==> src/rtl/ifu_axil_fetch.sv <==
// Instruction-fetch unit: takes one pc per handshake, reads the word over an
// AXI4-Lite read channel and holds it for the decode stage. Misaligned pcs and
// non-OKAY read responses are reported as a fault carrying a NOP instruction.
module ifu_axil_fetch #(
  parameter int                ADDR_W     = 32,
  parameter int                DATA_W     = 32,
  parameter logic [DATA_W-1:0] FAULT_INST = 32'h0000_0013
) (
  input  logic              clk,
  input  logic              rst,
  input  logic [ADDR_W-1:0] pc,
  input  logic              s_valid,
  output logic              s_ready,
  output logic [ADDR_W-1:0] araddr,
  output logic              arvalid,
  input  logic              arready,
  input  logic [DATA_W-1:0] rdata,
  input  logic [1:0]        rresp,
  input  logic              rvalid,
  output logic              rready,
  output logic [DATA_W-1:0] inst,
  output logic [ADDR_W-1:0] inst_pc,
  output logic              fault,
  output logic              m_valid,
  input  logic              m_ready
);

  typedef enum logic [1:0] {IDLE, AR, R, HOLD} state_t;

  state_t state;
  state_t next_state;
  logic   accept;
  logic   misaligned;

  // Handshake outputs come from the state alone so nothing combinationally
  // follows s_valid or rvalid; s_ready may follow m_ready to allow
  // back-to-back fetches out of HOLD.
  assign s_ready    = (state == IDLE) | ((state == HOLD) & m_ready);
  assign accept     = s_valid & s_ready;
  assign misaligned = (pc[1:0] != 2'b00);
  assign arvalid    = (state == AR);
  assign rready     = (state == R);
  assign m_valid    = (state == HOLD);

  // State register; reset drops any in-flight beat by returning to IDLE.
  always_ff @(posedge clk) begin
    if (rst) begin
      state <= IDLE;
    end else begin
      state <= next_state;
    end
  end

  // Next-state logic: a misaligned request skips the bus and goes straight to HOLD.
  always_comb begin
    next_state = state;
    unique case (state)
      IDLE: begin
        if (accept) begin
          next_state = misaligned ? HOLD : AR;
        end
      end
      AR: begin
        if (arready) begin
          next_state = R;
        end
      end
      R: begin
        if (rvalid) begin
          next_state = HOLD;
        end
      end
      HOLD: begin
        if (m_ready) begin
          if (accept) begin
            next_state = misaligned ? HOLD : AR;
          end else begin
            next_state = IDLE;
          end
        end
      end
      default: next_state = IDLE;
    endcase
  end

  // Datapath: capture the request on accept and the read beat in R.
  always_ff @(posedge clk) begin
    if (rst) begin
      araddr  <= '0;
      inst    <= '0;
      inst_pc <= '0;
      fault   <= 1'b0;
    end else begin
      if (accept) begin
        inst_pc <= pc;
        if (misaligned) begin
          inst  <= FAULT_INST;
          fault <= 1'b1;
        end else begin
          araddr <= pc;
        end
      end
      if ((state == R) && rvalid) begin
        if (rresp == 2'b00) begin
          inst  <= rdata;
          fault <= 1'b0;
        end else begin
          inst  <= FAULT_INST;
          fault <= 1'b1;
        end
      end
    end
  end

endmodule

==> config.mk <==
export PLATFORM = sky130hd
export DESIGN_NAME = ifu_axil_fetch
export DESIGN_NICKNAME = d
export VERILOG_FILES = /design/src/rtl/ifu_axil_fetch.sv
export SDC_FILE = /design/constraint.sdc
export NUM_CORES = 1
export LEC_CHECK = 0
export BUFFER_PORTS_ARGS = -buffer_cell sky130_fd_sc_hd__buf_2
export CAP_MARGIN = 25
export CORE_MARGIN = 3
export CORE_UTILIZATION = 53
export CTS_BUF_LIST = sky130_fd_sc_hd__clkbuf_4
export DETAILED_ROUTE_END_ITERATION = 8
export GPL_ROUTABILITY_DRIVEN = 1
export HOLD_SLACK_MARGIN = 0.08
export PLACE_DENSITY = 0.85
export SYNTH_ARGS = -nofsm -noshare
export SYNTH_HDL_FRONTEND = slang
export SYNTH_SLANG_ARGS = --single-unit
export TNS_END_PERCENT = 50
==> constraint.sdc <==
create_clock -name clk -period 2.86 [get_ports clk]
set_input_delay 0.143 -clock clk [delete_from_list [all_inputs] [get_ports clk]]
set_output_delay 0.143 -clock clk [all_outputs]
set_load 0.05 [all_outputs]
==> results of run 1 <==
[report_power, final]
group	leakage [nW]	internal [mW]	total, mW	switching, mW
Sequential	0.805	1.44	1.49	0.0434
Combinational	1.66	0.251	0.741	0.490
Clock	0.0665	0.275	0.715	0.440
[worst min-delay path, cell delays in order]
cell and delay, ps:
buf_2 80, nor4_1 50, a311oi_1 220
[sequential cells by signal, summed over array words and instances (netlist names)]
register and count:
araddr 32, inst 32, inst_pc 32, fault 1, state 2
[cell usage in the layout, fill, tap and decap left out, types with 2 or more instances in the layout]
cell / synthesis / final
a311oi_1: 4 / 4
o211ai_1: 32 / 32
a32o_1: 29 / 29
inv_1: 4 / 4
nor2b_1: 31 / 31
buf_2: 7 / 171
nor4_1: 4 / 3
buf_12: 0 / 2
dfxtp_1: 99 / 99
buf_4: 1 / 8
nor3b_1: 2 / 2
nand2b_1: 60 / 60
nand3_1: 32 / 32
a21oi_1: 34 / 34
dlygate4sd3_1: 0 / 68
mux2i_1: 30 / 30
clkbuf_4: 0 / 11
[routing by layer]
| metal | up-vias | global-route usage, % | wire (um) |
|---|---|---|---|
| met3 | 43 | 7.968 | 1171 |
| met4 | 0 | 13.48 | 411 |
| li1 | 1947 | - | - |
| met5 | - | 0 | 0 |
| met1 | 1988 | 33.82 | 5035 |
| met2 | 226 | 50.53 | 6522 |
[cell families after synthesis]
family | count (synthesis) | share of synthesized area, %
multiplexers | 30 | 7.260
AND/OR/NAND/NOR | 140 | 20.15
buffers and inverters | 51 | 5.475
flip-flops | 99 | 47.91
AO/OA/AOI/OAI | 105 | 19.21
[area by class of cell]
| class | count | share of cell area, % |
|---|---|---|
| inverter | 4 | 0.2567 |
| timing repair buffer | 250 | 28.45 |
| tap | 99 | 2.118 |
| sequential | 99 | 33.88 |
| multi-input combinational | 275 | 33.18 |
| clock inverter | 3 | 0.7059 |
| clock buffer | 11 | 1.412 |
[per-stage QoR]
stage	setup WS (ps)	power, mW	utilization (%)	area (um^2)
final	530.3	2.944	78.96	5849
after detailed placement	853.5	2.173	68.10	5045
after global routing	390.1	3.054	78.96	5849
after global placement	872.6	2.147	67.73	5017
after floorplan	1152	1.977	-	4136
after CTS	545.4	2.937	78.96	5849
[worst max-delay path by stage]
stage,endpoint,cells after the start
6_report,araddr[28],4
5_1_grt,araddr[28],4
3_3_place_gp,inst[0],3
4_1_cts,araddr[28],4
3_5_place_dp,araddr[3],5
2_1_floorplan,s_ready,5
==> impl_metrics.json, run 1 <==
{
  "status": "finished, final reports clean",
  "die_y_um": 94.35,
  "synthCells": 425,
  "reg2reg_depth": 4,
  "r2r_setup_slack_ps": 530,
  "clockBufferDepth": 2,
  "vias_per_cell": 5.673,
  "crit_buf_inv": 1,
  "cap_violations": 0,
  "post_synth_most_frequent_cells": "dfxtp_1, nand2b_1, clkbuf_1, a21oi_1",
  "root_buffer": "clkbuf_4",
  "clock_latency_ps": 440,
  "drt_iter0_drc": 216,
  "dp.cells": 659,
  "hold_path_end": "inst[1]",
  "n_antenna_cell": 0,
  "min_path_type": "in -> reg",
  "clkSinkCount": 99,
  "synth_edf_count": 0,
  "nets": 711,
  "fin_cells": 741,
  "synth_top_area_cell": "dfxtp_1",
  "die_w_um": 94.35,
  "ys_seq_elements": 99,
  "start_util_pct": 55.84,
  "drc_errors": 0,
  "synthFlopType": "dfxtp_1",
  "cp_slowest_stage_delay_ps": 670,
  "max_slew.worst_pin.slew_ps": 526.5,
  "cp-startpoint": "state[0]",
  "grt_max_degree": 78,
  "relSlewSlack_pct": 64.88,
  "cts_tree": "yes",
  "grt_antenna_before_repair": 0,
  "power.leakage_nw": 2.527,
  "avgSynthCellArea_um2": 9.733,
  "numCtsBuffers": 9,
  "drive_above_1_share_pct": 31.15,
  "power.density_nw_per_um2": 503.3,
  "holdPathStages": 3,
  "setup_viol": 0,
  "place.gp.congestion": 0.7002,
  "min_period_ps": 2330,
  "cts_setup_buffers": 0,
  "rows": 31,
  "routed_wl_mm": 13.14,
  "ys_seq_area_share_pct": 47.91,
  "synth_area_leaders": "dfxtp_1, nand2b_1, mux2i_1",
  "first_pass_iters": 7,
  "syn_nets": 497,
  "die_area_um2": 8901,
  "io_buffers": 172,
  "cp-end-kind": "flop",
  "synth.top_cell.area_share_pct": 47.91,
  "ys_warn_count": 0,
  "seqCellArea_um2": 1982,
  "timing.setup.tns_ps": 0,
  "crit_slowest_cell": "dlygate4sd3_1",
  "vias": 4204,
  "gr-total-overflow": 0,
  "cp-start-kind": "flop",
  "min_from": "rdata[1]",
  "cp_max_fo": 14,
  "finalClockSkew_ps": 14.57,
  "path_clk_slew_ps": 140,
  "drtAntennaViolNets": 0,
  "slew_violations": 0,
  "path_class": "reg -> reg",
  "area_delta_synth_final_pct": 41.41,
  "crit_chain": "or3b_1, a211oi_4, dlygate4sd3_1, mux2i_1",
  "hold_viol": 0,
  "wl_per_cell_um": 17.73,
  "fill_cells": 482,
  "min_period_over_period_pct": 81.46,
  "yosysMostFrequentCell": "dfxtp_1",
  "rr_startpoint": "state[0]",
  "async_reset_ff_share_pct": 0,
  "arrival_ps": 2700,
  "multi_input_area_um2": 1941,
  "fmax_ghz": 0.4292,
  "synth_cell_types": 33,
  "first_global_vias": 4135,
  "coreArea_um2": 7408,
  "h-tree-depth": 3,
  "cts_resized": 0,
  "crit_required_ps": 3230,
  "whs_ps": 110.7,
  "grt_util_all_layers_pct": 29.31,
  "r2r-end": "araddr[28]",
  "critical-path-top-delay-family": "buffers and inverters",
  "ios": 173,
  "hold_buffers": 68,
  "ir_drop_mv": 0.3426,
  "grt_pass1_wl_mm": 20.46,
  "hpwl_mm": 7.666,
  "syn_area_um2": 4136,
  "rsz0062_at_grt": "false"
}
No activity file was read; power rests on OpenSTA's default activity.
==> inputs of run 2 (changes only) <==
--- a/config.mk
+++ b/config.mk
@@ -8,12 +8,12 @@
 export BUFFER_PORTS_ARGS = -buffer_cell sky130_fd_sc_hd__buf_2
 export CAP_MARGIN = 25
 export CORE_MARGIN = 3
-export CORE_UTILIZATION = 53
+export CORE_UTILIZATION = 45
 export CTS_BUF_LIST = sky130_fd_sc_hd__clkbuf_4
 export DETAILED_ROUTE_END_ITERATION = 8
 export GPL_ROUTABILITY_DRIVEN = 1
 export HOLD_SLACK_MARGIN = 0.08
-export PLACE_DENSITY = 0.85
+export PLACE_DENSITY = 0.77
 export SYNTH_ARGS = -nofsm -noshare
 export SYNTH_HDL_FRONTEND = slang
 export SYNTH_SLANG_ARGS = --single-unit
==> constraint.sdc (replaced) <==
create_clock -name clk -period 2.1 [get_ports clk]
set_input_delay 0.105 -clock clk [delete_from_list [all_inputs] [get_ports clk]]
set_output_delay 0.105 -clock clk [all_outputs]
set_load 0.05 [all_outputs]
==> impl_metrics.json, run 2 (synthesis gave the netlist of run 1 again) <==
{
  "status": "finished, final reports clean",
  "finalPower_mw": 4.020,
  "cp-start-kind": "flop",
  "nets": 717,
  "rsz0062_at_grt": "false",
  "min_period_ps": 1901,
  "grt_max_degree": 57,
  "fin_cells": 758,
  "drtAntennaViolNets": 0,
  "grt_pass1_wl_mm": 19.95,
  "timing.setup.tns_ps": 0,
  "arrival_ps": 1800,
  "drc_errors": 0,
  "cp_max_fo": 15,
  "vias": 4151,
  "wl_per_cell_um": 16.85,
  "drive_above_1_share_pct": 32.31,
  "first_global_vias": 4087,
  "path_class": "reg -> out",
  "grt_util_all_layers_pct": 23.99,
  "slew_violations": 0,
  "max_slew.worst_pin.slew_ps": 446.7,
  "h-tree-depth": 3,
  "crit_required_ps": 2000,
  "area_delta_synth_final_pct": 42.04,
  "rows": 34,
  "n_antenna_cell": 0,
  "whs_ps": 132.8,
  "die_w_um": 101.9,
  "root_buffer": "clkbuf_4",
  "die_area_um2": 10380,
  "place.gp.congestion": 0.8189,
  "drt_iter0_drc": 159,
  "path_clk_slew_ps": 150,
  "final_common_cell": "buf_2",
  "power.leakage_nw": 2.537,
  "cp-end-kind": "primary output",
  "hpwl_mm": 8.130,
  "finalClockSkew_ps": 11.97,
  "grt_antenna_before_repair": 0,
  "reg2reg_depth": 4,
  "top_regs": "araddr x32, inst x32, inst_pc x32",
  "dp.cells": 674,
  "numCtsBuffers": 9,
  "die_y_um": 101.9,
  "cts_tree": "yes",
  "layout_common_cells": "buf_2, dfxtp_1, dlygate4sd3_1",
  "min_period_over_period_pct": 90.53,
  "clockBufferDepth": 2,
  "clkSinkCount": 99,
  "cap_violations": 0,
  "min_path_type": "in -> reg",
  "fin_ws_ps": 198.8,
  "coreArea_um2": 8806,
  "ir_drop_mv": 0.4284,
  "place_ws_ps": 272.6,
  "hold_viol": 0,
  "setup_viol": 0,
  "vias_per_cell": 5.476,
  "first_pass_iters": 5,
  "routed_wl_mm": 12.77,
  "relSlewSlack_pct": 70.22,
  "io_buffers": 172,
  "clock_latency_ps": 420,
  "power.density_nw_per_um2": 684.1,
  "fmax_ghz": 0.5260,
  "start_util_pct": 46.97,
  "gr-total-overflow": 0,
  "holdPathStages": 3,
  "ios": 173
}
[run 2: final timing paths]
check	slack (ps)	startpoint	end
worst max-delay path	200	state[1]	s_ready
worst max register to register	310	state[1]	araddr[16]
worst min register to register	470	inst_pc[23]	inst_pc[23]
worst min-delay path	130	rresp[1]	fault
[run 2: repair_timing]
action                                  in CTS  in global routing
hold buffers                                68                  0
hold endpoints to repair                    97                  0
endpoints found under the setup margin       0                  1
gates resized for setup                      0                  2
setup buffers                                0                  0
[run 2: per-stage QoR]
step | utilization, % | instance area (um^2)
after floorplan | - | 4136
after global placement | 57.42 | 5056
after detailed placement | 57.42 | 5056
after CTS | 66.70 | 5873
after global routing | 66.72 | 5876
final | 66.72 | 5876
[run 2: final cells by class]
cell class / instances / area [um^2]
clock buffer: 11 / 82.58
clock inverter: 5 / 53.80
fill: 709 / 2930
inverter: 4 / 15.01
multi-input combinational: 275 / 1941
sequential: 99 / 1984
tap: 108 / 135.1
timing repair buffer: 256 / 1664
[run 2: where the power goes]
| part | internal [mW] | switching (mW) | total, mW | leakage [nW] |
|---|---|---|---|---|
| logic | 0.341 | 0.663 | 1.00 | 1.66 |
| clock network | 0.385 | 0.604 | 0.990 | 0.0705 |
| registers | 1.97 | 0.0575 | 2.03 | 0.805 |
[run 2: critical path: stages, from the launching register on]
cell     delay, ps
dfxtp_2        400
nor2_2         320
buf_4          280
or2_1          120
buf_2          250
[run 2: layer usage]
| metal | vias up | global-route usage (%) | wire length (um) |
|---|---|---|---|
| met3 | 13 | 6.075 | 1149 |
| met1 | 1965 | 29.17 | 5212 |
| met2 | 200 | 41.15 | 6254 |
| li1 | 1973 | - | - |
| met5 | - | 0 | 0 |
| met4 | 0 | 8.779 | 158 |
